===== config.mk =====
export PLATFORM = sky130hd
export DESIGN_NAME = ret_addr_stack
export DESIGN_NICKNAME = d
export VERILOG_FILES = /design/src/rtl/ret_addr_stack_pkg.sv /design/src/rtl/ret_addr_stack.sv
export SDC_FILE = /design/constraint.sdc
export NUM_CORES = 1
export LEC_CHECK = 0
export ABC_CLOCK_PERIOD_IN_PS = 10030
export CORE_UTILIZATION = 55
export CTS_BUF_LIST = sky130_fd_sc_hd__clkbuf_16
export DETAILED_ROUTE_END_ITERATION = 8
export PLACE_DENSITY = 0.84
export SYNTH_ARGS = -nofsm -noshare
export SYNTH_HDL_FRONTEND = slang
export SYNTH_SLANG_ARGS = --single-unit
export TNS_END_PERCENT = 5

===== constraint.sdc =====
create_clock -name clk_i -period 10.03 [get_ports clk_i]
set_clock_uncertainty 0.1 [all_clocks]
set_input_delay 2.006 -clock clk_i [delete_from_list [all_inputs] [get_ports clk_i]]
set_output_delay 2.006 -clock clk_i [all_outputs]
set_load 0.01 [all_outputs]

===== src/rtl/ret_addr_stack_pkg.sv =====
// Shared core constants and the checkpoint record type for the return address stack.
package ret_addr_stack_pkg;
    localparam int XLEN            = 32;
    localparam int RAS_DEPTH_DEF   = 8;
    localparam int INSTR_BYTES_DEF = 4;
    localparam int RAS_PTR_MAX_W   = 8;

    // Sized for the largest supported stack; narrower stacks zero-extend into it.
    typedef struct packed {
        logic [RAS_PTR_MAX_W-1:0] ptr;
        logic [RAS_PTR_MAX_W:0]   cnt;
        logic [XLEN-1:0]          top;
    } ras_ckpt_t;
endpackage


===== src/rtl/ret_addr_stack.sv =====
// Circular return address stack for fetch: push link on call, predict and pop on return.
// Optional checkpoint/restore of the stack pointer and top entry under RAS_CKPT_EN.
module ret_addr_stack
    import ret_addr_stack_pkg::*;
#(
    parameter int DEPTH       = RAS_DEPTH_DEF,
    parameter int AW          = XLEN,
    parameter int INSTR_BYTES = INSTR_BYTES_DEF
) (
    input  logic          clk_i,
    input  logic          rst_i,
    input  logic          instr_vld_i,
    input  logic          call_i,
    input  logic          return_i,
    input  logic [AW-1:0] pc_i,
    input  logic          flush_i,
`ifdef RAS_CKPT_EN
    input  logic          ckpt_i,
    input  logic          restore_i,
`endif
    output logic          pred_vld_o,
    output logic [AW-1:0] pred_target_o,
    output logic          empty_o,
    output logic          full_o
);
    localparam int PW = $clog2(DEPTH);
    localparam int CW = PW + 1;

    logic [AW-1:0] r_mem [DEPTH];
    logic [PW-1:0] r_tos_ptr;
    logic [CW-1:0] r_count;

    logic          w_push;
    logic          w_pop;
    logic          w_nonempty;
    logic [AW-1:0] w_link;
    logic [PW-1:0] w_tos_next;
    logic [CW-1:0] w_cnt_next;
    logic          w_wr_en;
    logic [PW-1:0] w_wr_idx;
    logic [AW-1:0] w_wr_data;

    assign w_push     = instr_vld_i & call_i;
    assign w_pop      = instr_vld_i & return_i;
    assign w_nonempty = (r_count != '0);
    assign w_link     = pc_i + AW'(INSTR_BYTES);

    // Prediction always reflects the state before this cycle's update.
    assign pred_target_o = r_mem[r_tos_ptr];
    assign pred_vld_o    = w_pop & w_nonempty;
    assign empty_o       = ~w_nonempty;
    assign full_o        = (r_count == CW'(DEPTH));

`ifdef RAS_CKPT_EN
    ras_ckpt_t     r_shadow;
    logic [AW-1:0] w_top_next;
`endif

    always_comb begin
        w_tos_next = r_tos_ptr;
        w_cnt_next = r_count;
        w_wr_en    = 1'b0;
        w_wr_idx   = r_tos_ptr;
        w_wr_data  = w_link;
`ifdef RAS_CKPT_EN
        if (restore_i) begin
            w_tos_next = PW'(r_shadow.ptr);
            w_cnt_next = CW'(r_shadow.cnt);
            w_wr_en    = 1'b1;
            w_wr_idx   = PW'(r_shadow.ptr);
            w_wr_data  = AW'(r_shadow.top);
        end else
`endif
        if (flush_i) begin
            w_tos_next = '0;
            w_cnt_next = '0;
        end else if (w_push && w_pop) begin
            // Coroutine jump: replace the top in place.
            w_wr_en = 1'b1;
            if (!w_nonempty) w_cnt_next = CW'(1);
        end else if (w_push) begin
            w_tos_next = r_tos_ptr + PW'(1);
            w_wr_en    = 1'b1;
            w_wr_idx   = r_tos_ptr + PW'(1);
            if (!full_o) w_cnt_next = r_count + CW'(1);
        end else if (w_pop && w_nonempty) begin
            w_tos_next = r_tos_ptr - PW'(1);
            w_cnt_next = r_count - CW'(1);
        end
    end

    always_ff @(posedge clk_i) begin
        if (rst_i) begin
            r_tos_ptr <= '0;
            r_count   <= '0;
        end else begin
            r_tos_ptr <= w_tos_next;
            r_count   <= w_cnt_next;
        end
    end

    // Entry storage is intentionally not reset.
    always_ff @(posedge clk_i) begin
        if (!rst_i && w_wr_en) r_mem[w_wr_idx] <= w_wr_data;
    end

`ifdef RAS_CKPT_EN
    assign w_top_next = (w_wr_en && (w_wr_idx == w_tos_next)) ? w_wr_data : r_mem[w_tos_next];

    always_ff @(posedge clk_i) begin
        if (rst_i) begin
            r_shadow <= '0;
        end else if (ckpt_i && !restore_i) begin
            r_shadow.ptr <= RAS_PTR_MAX_W'(w_tos_next);
            r_shadow.cnt <= (RAS_PTR_MAX_W + 1)'(w_cnt_next);
            r_shadow.top <= XLEN'(w_top_next);
        end
    end
`endif
endmodule


Yosys cells after proc, flatten, opt, wreduce, memory -nomap -nowiden
Memory sizes are Yosys's and may differ from the RTL's. A register that Yosys moved wholly into a read port is not among the register bits. Cells that the tools add are included.

Register bits after elaboration: 7. Memory bits (writable): 256. Input port bits: 38. Output and inout port bits: 35. Logic and storage cells: 43. Memories: 1.

Memory list: r_mem (words 8, width 32, read ports 1, clocked after memory_dff 1, wr ports 1, RTL line ret_addr_stack.sv:29) `logic [AW-1:0] r_mem [DEPTH];`.

$add $sub $neg: 5. Equality and inequality tests: 3. Mux-type cells: 17. Bitwise logic cells: 5. Reduce and logical (&&, ||, !) cells: 10.

Operators by type and width (number): 32-bit by 3-bit adder with 32-bit output (second input constant) (1); 3-bit 2-to-1 mux (7); 4-bit 2-to-1 mux (5); 1-bit 2-to-1 mux (5); 4-bit by 1-bit adder with 4-bit output (second input constant) (1); 4-bit == test (second input constant) (1); 4-bit nonzero test (1); 4-bit by 1-bit subtractor with 4-bit output (second input constant) (1); 3-bit by 1-bit adder with 3-bit output (second input constant) (1); 1-bit bitwise AND (3); 1-bit logical AND (3); 3-bit by 2-bit != test with 1-bit output (second input constant) (1); 3-bit AND reduction (1); 3-bit nonzero test (1); 3-bit by 1-bit subtractor with 3-bit output (second input constant) (1); 2-bit != test (second input constant) (1); 1-bit inverter (2); 2-bit AND reduction (1); 2-bit nonzero test (1); 2-bit OR reduction (1); 1-bit zero test (1).

Longest topological paths before layout
Depth after elaboration: 7. Depth in mapped cells: 9.

Worst setup path after synthesis
Ideal clock, no wire load.

Path type: input to register. Start: input port instr_vld_i. End: memory r_mem[7][0] (netlist name) (enable). Arrival time: 4.479 ns. Slack: 5.026 ns. Stages: 6. Path buffers: 1. Cell sequence: nand2_1 > clkbuf_1 > ha_1 > mux2i_1 > or3_1 > nor2b_1.

Longest elaborated chain between the ends: 7. Elaborated cells between the ends (all ways): 12. Those cells by class: 8 x mux; 2 x bitwise; 2 x reduce/logical.

RTL lines: start: declaration (RTL line ret_addr_stack.sv:12) `input logic instr_vld_i,`; 1-bit bitwise AND, on equally long branches (RTL line ret_addr_stack.sv:43, ret_addr_stack.sv:44); 1-bit 2-to-1 mux / 1-bit logical AND (equally long branches) (RTL line ret_addr_stack.sv:81, ret_addr_stack.sv:77); 1-bit 2-to-1 mux (RTL line ret_addr_stack.sv:77) `end else if (w_push && w_pop) begin`; 1-bit 2-to-1 mux (RTL line ret_addr_stack.sv:74) `if (flush_i) begin`; 1-bit logical AND (RTL line ret_addr_stack.sv:104) `if (!rst_i && w_wr_en) r_mem[w_wr_idx] <= w_wr_data;`; 1-bit 2-to-1 mux (RTL line ret_addr_stack.sv:104); 1-bit 2-to-1 mux (implied by the code) (RTL line ret_addr_stack.sv:104); end: declaration (RTL line ret_addr_stack.sv:29).

Several ways; a longest one is shown, not always the timed one.

Worst setup path after layout
Start: input port return_i. End: output port pred_vld_o.

Longest elaborated chain between the ends: 2.

RTL lines: start: declaration (RTL line ret_addr_stack.sv:14) `input logic return_i,`; 1-bit bitwise AND (RTL line ret_addr_stack.sv:44) `assign w_pop = instr_vld_i & return_i;`; 1-bit bitwise AND (RTL line ret_addr_stack.sv:50) `assign pred_vld_o = w_pop & w_nonempty;`; end: declaration (RTL line ret_addr_stack.sv:21) `output logic pred_vld_o,`.

Every way passes these cells.

==> metrics.cfg <==
[run_status]
status = complete, no violations

[floorplanning]
die_x_um = 143
die_y_um = 143
fp-row-count = 51
initial_core_util_pct = 56.1
core_um2 = 19500
io_pins = 73
dieArea_um2 = 20400

[global_route]
antenna_found_initial = 0
grt-ovfl-total = 0
grt_usage_pct = 22.8
grt_pass1_wl_um = 33400
grt_max_degree = 65
first_global_vias = 5767

[detailed_routing]
drt_iter0_markers = 573
wl_um = 22100
vias_per_cell = 6.13
remaining_drc_errors = 0
ant_nets = 0
drt_first_pass_iters = 5
vias = 5659
wire_per_inst_um = 24.0

[placement]
routabilityCongestion = 0.835
port_buffers = 72
dp_slack_ps = 4230
dp_hpwl_um = 11800
post-place-cells = 876
dpl-instance-area_um2 = 12000

[worst_hold_path]
hold_end = r_count[3]
worstHoldPathCells = 1
min_from = r_count[3]
hold_path_class = reg -> reg

[sta]
hold_violations = 0
slew_headroom_pct = 21.8
postLayoutSetupSlackWorst_ps = 4200
setup_viol = 0
slew_violations = 0
min_period_ps = 5830
max_clock_freq_mhz = 171
period_share_pct = 58.1
rsz0062_at_grt = no
tns_ps = 0
worst_slew_pin_slew_ps = 1170

[power]
leakage_nw = 4.01
combPwrFrac_pct = 5.1
netSwitchingFraction_pct = 19.3
power_frac_seq_pct = 51.5
p_per_area_nw_per_um2 = 185
p_sw_mw = 0.460
power_frac_clock_pct = 43.4
p_int_mw = 1.93
ir_worst_vdd_mv = 0.132

[synthesis]
synthTopCellsByCount = edfxtp_1, mux4_2, mux2_2
ys_ff_latch = 266
synth_top_area_cell = edfxtp_1
yosys-top-cells-area = edfxtp_1, mux4_2, mux2_2
syn_inst = 556
synth_warnings = 0
synth_edf_count = 256
netlist.area_leader.share_pct = 70.5
yosysSeqAreaShare_pct = 72.3
synth_area_um2 = 10900
async_flop_share_pct = 0
yosysMostFrequentCell = edfxtp_1
synth.distinct_cells = 49
synth-main-ff-cell = edfxtp_1
syn_nets = 600
syn_avg_cell_area_um2 = 19.6

[cells_and_area]
register_area_um2 = 7890
nets = 684
drive_gt1_share_pct = 24.2
fin_area_um2 = 12900
areaGrowthSynthToFinish_pct = 18.3
n_antenna_cell = 0
multiInputGateArea_um2 = 2940
fin_cells = 923
num-fill-cells = 1219

[critical_path]
cp.required_ps = 7920
crit_chain = clkdlybuf4s50_1 > o41a_1 > nand2_1 > inv_1 > clkdlybuf4s50_1
crit_buf_inv = 3
slowest_stage = clkdlybuf4s50_1
rr_startpoint = r_tos_ptr[0]
slowest_delay_ps = 690
crit_type = in -> out
r2r_slack_ps = 7040
worstSetupEndpointType = output pin
startpoint_type = primary input
r2r_end = r_mem[6][22]
path_max_fanout = 10
cpMostUsedCell = clkdlybuf4s50_1
critPathArrivalTime_ps = 3730
crit_family = buffers and inverters
r2r_cells = 5

[clocking]
clockBufferDepth = 3
cts_tree = built
cts-htree-levels = 1
clock_latency_ps = 520
numClockSinks = 266
ctsResizeCount = 0
cts-root-buf = clkbuf_16
cts_buffers = 27
holdBufCountCts = 0
clk_pin_slew_worst_paths_ps = 60
post-cts-setup-buffer-count = 0

[job]
max-cap-violations = 0

[per-layer routing]
metal  track usage, %  vias to the layer above  wire length (um)
met5                0                        -                 0
met4             9.11                        0               658
met1             29.9                     2867              8710
met3             3.62                       55              1510
met2             38.3                      284             11300
li1                 -                     2453                 -
[power by group through the flow]
stage | Clock (mW) | Sequential, mW | Combinational, mW
floorplan | 0 | 1.25 | 0.0688
global placement | 0 | 1.25 | 0.116
detailed placement | 0 | 1.25 | 0.121
CTS | 1.04 | 1.23 | 0.123
global route | 1.09 | 1.23 | 0.131
finish | 1.04 | 1.23 | 0.122
[per-stage QoR]
step           power, mW  hold WS, ps  utilization (%)
2_1_floorplan       1.32          397                -
3_3_place_gp        1.37          433             61.6
3_5_place_dp        1.37          447             61.6
4_1_cts             2.40          452             66.3
5_1_grt             2.45          496             66.3
6_report            2.39          459             66.3
[cells by family after synthesis]
| kind of cell | synth area share [%] |
|---|---|
| AOI/OAI and AO/OA | 1.85 |
| xor gates and xnor gates | 2.49 |
| DFF | 72.3 |
| muxes | 16.6 |
| buffers and inverters | 1.31 |
| and+or+nand+nor | 4.67 |
| adders and majority gates | 0.780 |
[registers in the layout, indices dropped and copies added, names as in the netlist, named ones only]
| register | cells |
|---|---|
| r_tos_ptr | 3 |
| r_count | 4 |
| r_mem | 256 |
[worst max path at each step]
stage                     start          end  depth (start not counted)
finish                 return_i   pred_vld_o                          5
global route           return_i   pred_vld_o                          5
CTS                    return_i   pred_vld_o                          5
global placement       return_i   pred_vld_o                          5
detailed placement     return_i   pred_vld_o                          5
floorplan           instr_vld_i  r_mem[7][0]                          6
[layout make-up]
cell class	count	area share, %
multi-input combinational	255	22.8
clock inverter	20	1.93
tap	265	2.57
timing repair buffer	81	6.11
inverter	9	0.262
sequential	266	61.1
clock buffer	27	5.23
[worst register-to-register path: cells and delay by family, from the launching register on]
| kind | cells | cell delay [ps] |
|---|---|---|
| AND/OR/NAND/NOR | 2 | 1450 |
| flip-flops | 1 | 440 |
| adder cells (fa/ha/maj) | 1 | 310 |
| multiplexers | 1 | 160 |
| buffers and inverters | 1 | 100 |
[placed cells by master (no fill, tap or decap), types with 12 or more instances in the layout]
| master | instances |
|---|---|
| mux4_2 | 64 |
| xnor2_1 | 22 |
| inv_1 | 17 |
| nand3_1 | 14 |
| nor2_1 | 12 |
| edfxtp_1 | 256 |
| nand2_1 | 18 |
| mux2_2 | 32 |
| clkbuf_16 | 27 |
| clkdlybuf4s50_1 | 72 |
Power figures use the tool's default switching activity.
